$ cat src/rtl/fir_coeff_loader.sv
// ============================================================================
// fir_coeff_loader : sample-aligned, paced coefficient-RAM loader for the FIR
// Revision 1.0
// ============================================================================
`default_nettype none

module fir_coeff_loader #(
  parameter int COEFF_W  = 16,
  parameter int ADDR_W   = 6,
  parameter int MAX_TAPS = 40
) (
  input  logic               iClk12M,
  input  logic               iRst,
  input  logic               iStart,
  input  logic               iAbort,
  input  logic [ADDR_W-1:0]  iNumOfCoeff,
  input  logic               iEnSample600k,
  input  logic               iCoeffValid,
  input  logic [COEFF_W-1:0] iCoeffData,
  output logic               oCoeffReady,
  output logic               oCoeffUpdateFlag,
  output logic [ADDR_W-1:0]  oAddrRam,
  output logic [COEFF_W-1:0] oWrDtRam,
  output logic               oWrEn,
  output logic               oBusy,
  output logic               oDone,
  output logic               oErr
);

  typedef enum logic [1:0] {
    IDLE      = 2'd0,
    WAIT_SYNC = 2'd1,
    LOAD      = 2'd2,
    FLUSH     = 2'd3
  } state_t;

  localparam logic [ADDR_W-1:0] MAX_N = ADDR_W'(MAX_TAPS);
  localparam logic [ADDR_W-1:0] ONE   = ADDR_W'(1);

  state_t               state_q, state_d;
  logic [ADDR_W-1:0]    cnt_q, cnt_d;
  logic [ADDR_W-1:0]    n_q, n_d;
  logic                 flush_q, flush_d;
  logic                 ready_q, ready_d;
  logic                 flag_q, flag_d;
  logic                 wren_q, wren_d;
  logic [ADDR_W-1:0]    addr_q, addr_d;
  logic [COEFF_W-1:0]   data_q, data_d;
  logic                 busy_q, busy_d;
  logic                 done_q, done_d;
  logic                 err_q, err_d;

  logic accept;
  logic start_ok;

  assign accept   = iCoeffValid & ready_q;
  assign start_ok = (iNumOfCoeff != '0) && (iNumOfCoeff <= MAX_N);

  always_comb begin
    state_d = state_q;
    cnt_d   = cnt_q;
    n_d     = n_q;
    flush_d = 1'b0;
    ready_d = 1'b0;
    flag_d  = flag_q;
    wren_d  = 1'b0;
    addr_d  = addr_q;
    data_d  = data_q;
    done_d  = 1'b0;
    err_d   = err_q;

    // An abort kills the session outright, including a write pending from this cycle.
    if (state_q != IDLE && iAbort) begin
      state_d = IDLE;
      flag_d  = 1'b0;
      err_d   = 1'b1;
      cnt_d   = '0;
    end else begin
      case (state_q)
        IDLE: begin
          flag_d = 1'b0;
          if (iStart) begin
            if (start_ok) begin
              n_d     = iNumOfCoeff;
              cnt_d   = '0;
              err_d   = 1'b0;
              state_d = WAIT_SYNC;
            end else begin
              err_d = 1'b1;
            end
          end
        end
        WAIT_SYNC: begin
          if (iEnSample600k) begin
            state_d = LOAD;
            flag_d  = 1'b1;
            ready_d = 1'b1;
          end
        end
        LOAD: begin
          ready_d = ~accept;
          if (accept) begin
            wren_d = 1'b1;
            addr_d = cnt_q;
            data_d = iCoeffData;
            cnt_d  = cnt_q + ONE;
            if (cnt_q == n_q - ONE) begin
              state_d = FLUSH;
              ready_d = 1'b0;
            end
          end
        end
        FLUSH: begin
          // Two cycles in FLUSH keep the flag up one clock past the last write.
          if (!flush_q) begin
            flush_d = 1'b1;
          end else begin
            state_d = IDLE;
            flag_d  = 1'b0;
            done_d  = 1'b1;
            cnt_d   = '0;
          end
        end
        default: state_d = IDLE;
      endcase
    end

    busy_d = (state_d != IDLE);
  end

  always_ff @(posedge iClk12M) begin
    if (iRst) begin
      state_q <= IDLE;
      cnt_q   <= '0;
      n_q     <= '0;
      flush_q <= 1'b0;
      ready_q <= 1'b0;
      flag_q  <= 1'b0;
      wren_q  <= 1'b0;
      addr_q  <= '0;
      data_q  <= '0;
      busy_q  <= 1'b0;
      done_q  <= 1'b0;
      err_q   <= 1'b0;
    end else begin
      state_q <= state_d;
      cnt_q   <= cnt_d;
      n_q     <= n_d;
      flush_q <= flush_d;
      ready_q <= ready_d;
      flag_q  <= flag_d;
      wren_q  <= wren_d;
      addr_q  <= addr_d;
      data_q  <= data_d;
      busy_q  <= busy_d;
      done_q  <= done_d;
      err_q   <= err_d;
    end
  end

  assign oCoeffReady      = ready_q;
  assign oCoeffUpdateFlag = flag_q;
  assign oAddrRam         = addr_q;
  assign oWrDtRam         = data_q;
  assign oWrEn            = wren_q;
  assign oBusy            = busy_q;
  assign oDone            = done_q;
  assign oErr             = err_q;

endmodule

`default_nettype wire

$ cat config.mk
export PLATFORM = sky130hd
export DESIGN_NAME = fir_coeff_loader
export DESIGN_NICKNAME = d
export VERILOG_FILES = /design/src/rtl/fir_coeff_loader.sv
export SDC_FILE = /design/constraint.sdc
export NUM_CORES = 1
export LEC_CHECK = 0
export BUFFER_PORTS_ARGS = -buffer_cell sky130_fd_sc_hd__buf_2
export CORE_UTILIZATION = 49
export CTS_BUF_LIST = sky130_fd_sc_hd__clkbuf_16
export CTS_CLUSTER_SIZE = 14
export DETAILED_ROUTE_END_ITERATION = 12
export GPL_ROUTABILITY_DRIVEN = 0
export HOLD_SLACK_MARGIN = 0.12
export PLACE_DENSITY = 0.77
export REMOVE_ABC_BUFFERS = 1
export SLEW_MARGIN = 20
export SYNTH_ARGS = -nofsm -noshare
export SYNTH_HDL_FRONTEND = slang
export SYNTH_SLANG_ARGS = --single-unit
$ cat constraint.sdc
create_clock -name iClk12M -period 2 [get_ports iClk12M]
set_input_delay 0.4 -clock iClk12M [delete_from_list [all_inputs] [get_ports iClk12M]]
set_output_delay 0.4 -clock iClk12M [all_outputs]
set_load 0.05 [all_outputs]
==> impl_metrics.env <==
export IMPL_global_route_usage_total_pct=21.9
export IMPL_run_status="finished, final reports clean"
export IMPL_worstSetupStartpointType="register"
export IMPL_worst_r2r_startpoint="state_q[0]"
export IMPL_max_slew_margin_rel_pct=49.5
export IMPL_grt_setup_unrepaired="no"
export IMPL_core_sq_um=3690
export IMPL_drive_gt1_share_pct=26.8
export IMPL_detailedPlacementHpwl_um=2990
export IMPL_async_reset_ff_share_pct=0
export IMPL_syn_avg_cell_area_sq_um=8.21
export IMPL_syn_to_final_growth_pct=27.1
export IMPL_port_buffers=55
export IMPL_holdCritStartpoint="iCoeffData[7]"
export IMPL_power_switching_share_pct=24.7
export IMPL_remaining_drc_errors=0
export IMPL_design_die_area_sq_um=4110
export IMPL_clock_latency_ps=280
export IMPL_tns_ps=0
export IMPL_syn_area_sq_um=1890
export IMPL_detailedRoute_firstPassIterationCount=4
export IMPL_ys_ff_latch=43
export IMPL_crit_required_ps=2220
export IMPL_startpoint="state_q[0]"
export IMPL_vias=1752
export IMPL_vias_per_cell=5.17
export IMPL_placement_setup_worst_slack_ps=57.3
export IMPL_reg2reg_to="cnt_q[5]"
export IMPL_grt_overflow=0
export IMPL_final_hold_violation_count=0
export IMPL_cts_htree_levels=2
export IMPL_path_class="reg -> reg"
export IMPL_layout_core_utilization_pct=65.1
export IMPL_yosys_cell_types_count=36
export IMPL_max_clock_freq_mhz=537
export IMPL_holdCritPathClass="in -> reg"
export IMPL_grt_pass1_wl_um=7000
export IMPL_ioPinCount=56
export IMPL_die_width_um=64.1
export IMPL_final_period_minus_worst_setup_slack_ps=1860
export IMPL_routed_wl_um=4140
export IMPL_vdd_ir_drop_max_mv=0.605
export IMPL_initial_utilization_pct=51.2
export IMPL_synth_top_area_cell="sky130_fd_sc_hd__dfxtp_1"
export IMPL_fin_nets=325
export IMPL_power_share_sequential_pct=46.8
export IMPL_r2r_worst_path_cells=7
export IMPL_setup_viol=0
export IMPL_synth_ff_type="sky130_fd_sc_hd__dfxtp_1"
export IMPL_clkPwrFrac_pct=41.9
export IMPL_via_count_of_the_first_global_routing_pass=1543
export IMPL_post_cts_resize_count=0
export IMPL_final_critical_path_setup_slack_ps=138
export IMPL_clock_sinks=43
export IMPL_hold_ws_ps=358
export IMPL_postCtsSetupBuffers=0
export IMPL_edff_count_synth=0
export IMPL_cts_tree="yes"
export IMPL_cts_root_to_sink_buffers=2
export IMPL_cts_hold_fix_buffers=0
export IMPL_yosysSeqAreaShare_pct=45.6
export IMPL_root_buffer="sky130_fd_sc_hd__clkbuf_16"
export IMPL_netlist_instances=230
export IMPL_internal_power_mw=1.43
export IMPL_number_of_antenna_violations_at_the_first_check_in_global_routing=0
export IMPL_power_combinational_fraction_pct=11.3
export IMPL_power_mw=1.90
export IMPL_worst_slew_pin_transition_ps=754
export IMPL_final_max_slew_violation_count=0
export IMPL_net_switching_power_mw=0.470
export IMPL_detail_route_antenna_nets=0
export IMPL_final_min_period_over_clock_period_pct=93.1
export IMPL_yosysWarningCount=0
export IMPL_std_cell_rows=22
export IMPL_initialDrtViolationCount=88
export IMPL_most_area_consuming_cells_after_synthesis="sky130_fd_sc_hd__dfxtp_1, sky130_fd_sc_hd__nand2_1, sky130_fd_sc_hd__a21oi_1"
export IMPL_powerDensity_nw_per_um2=791
export IMPL_cts_buffers=5
export IMPL_crit_fanout=5
export IMPL_synthDominantCellAreaShare_pct=45.6
export IMPL_r2r_slack_ps=140
export IMPL_die_height_um=64.1
export IMPL_worst_setup_hold_path_clk_slew_ps=60
export IMPL_worst_setup_path_end_kind="register"
export IMPL_wire_per_inst_um=12.2
export IMPL_antenna_diode_count=0
export IMPL_pin_count_of_the_biggest_net_entering_global_routing=30
export IMPL_skew_ps=5.72
export IMPL_max_cap_viol_count=0
export IMPL_cp_endpoint="cnt_q[5]"
export IMPL_p_leak_nw=1.05
export IMPL_arrival_ps=2080
-- stage by stage --
step / instance area (sq um) / std cells
floorplan: 1850 / 220
global placement: 2250 / 331
detailed placement: 2250 / 331
CTS: 2400 / 339
global route: 2400 / 339
finish: 2400 / 339
-- area by class of cell --
type | count | area (sq um)
clock inverter | 3 | 25.0
timing repair buffer | 63 | 335
multi-input combinational | 171 | 972
fill | 323 | 1290
tap | 48 | 60.1
sequential | 43 | 861
inverter | 6 | 22.5
clock buffer | 5 | 125
-- power by group through the flow --
| stage | Clock [mW] | Sequential, mW | Combinational [mW] |
|---|---|---|---|
| after floorplan | 0 | 0.925 | 0.115 |
| after global routing | 0.852 | 0.891 | 0.240 |
| after CTS | 0.814 | 0.889 | 0.214 |
| after global placement | 0 | 0.908 | 0.210 |
| final | 0.796 | 0.889 | 0.215 |
| after detailed placement | 0 | 0.908 | 0.213 |
-- synthesized netlist by cell type, drive strengths merged (2+ instances only) --
master / number
a21oi: 32
a221oi: 2
and2: 2
and3: 3
clkbuf: 9
dfxtp: 43
ha: 7
inv: 6
mux2i: 6
nand2: 54
nand3: 6
nor2: 13
nor2b: 3
nor3: 6
o21ai: 10
or2: 3
or4: 5
xnor2: 5
xor2: 2
-- layout by cell type (no fill, tap or decap), types with 2 or more instances in the layout --
cell / synthesis / routed
sky130_fd_sc_hd__and3_1: 3 / 3
sky130_fd_sc_hd__a21oi_1: 32 / 32
sky130_fd_sc_hd__ha_1: 7 / 7
sky130_fd_sc_hd__xnor2_1: 5 / 5
sky130_fd_sc_hd__mux2i_1: 6 / 6
sky130_fd_sc_hd__o21ai_1: 3 / 3
sky130_fd_sc_hd__and2_1: 2 / 2
sky130_fd_sc_hd__nor2b_1: 3 / 3
sky130_fd_sc_hd__nand3_1: 6 / 6
sky130_fd_sc_hd__inv_1: 6 / 6
sky130_fd_sc_hd__o21ai_0: 7 / 7
sky130_fd_sc_hd__nor3_1: 6 / 5
sky130_fd_sc_hd__clkinv_4: 0 / 2
sky130_fd_sc_hd__nand2_1: 53 / 53
sky130_fd_sc_hd__dfxtp_1: 43 / 43
sky130_fd_sc_hd__or4_1: 5 / 5
sky130_fd_sc_hd__buf_2: 1 / 55
sky130_fd_sc_hd__or2_2: 2 / 2
sky130_fd_sc_hd__buf_4: 0 / 8
sky130_fd_sc_hd__clkbuf_16: 0 / 5
sky130_fd_sc_hd__nor2_1: 13 / 13
sky130_fd_sc_hd__xor2_1: 2 / 2
-- how the worst min path moves through the flow --
stage | endpoint | cells after the start | slack, ps
2_1_floorplan | oDone | 1 | 450
3_3_place_gp | oWrDtRam[1] | 2 | 440
3_5_place_dp | oAddrRam[1] | 2 | 440
4_1_cts | oWrDtRam[7] | 3 | 350
5_1_grt | oWrDtRam[4] | 3 | 350
6_report | oWrDtRam[7] | 3 | 360
-- logic make-up after synthesis --
group	share of synthesized area, %
AO/OA/AOI/OAI	17.1
adder cells (fa/ha/maj)	4.64
flip-flops	45.6
XOR/XNOR	3.25
buffers and inverters	3.24
AND/OR/NAND/NOR	23.0
multiplexers	3.18
-- registers in the layout, indices dropped and copies added (netlist names), 2 cells and up --
name      count
oWrDtRam     16
cnt_q         6
n_q           6
oAddrRam      6
state_q       2
-- routing by layer --
layer  vias to the layer above  GRT usage [%]  part of all wire, %
met5                         -              0                    0
met4                         0           6.67                 0.60
met3                         4           5.54                  3.8
met2                        38           36.6                   47
met1                       796           27.7                   49
li1                        914              -                    -
-- worst max-delay path: stages, from the launching register on --
cell and delay, ps:
sky130_fd_sc_hd__dfxtp_1 400, sky130_fd_sc_hd__inv_1 80, sky130_fd_sc_hd__ha_1 210, sky130_fd_sc_hd__a21boi_0 160
sky130_fd_sc_hd__nor3_2 240, sky130_fd_sc_hd__o211ai_2 160, sky130_fd_sc_hd__or4_1 480, sky130_fd_sc_hd__o21ai_1 80
Power figures use the tool's default switching activity.
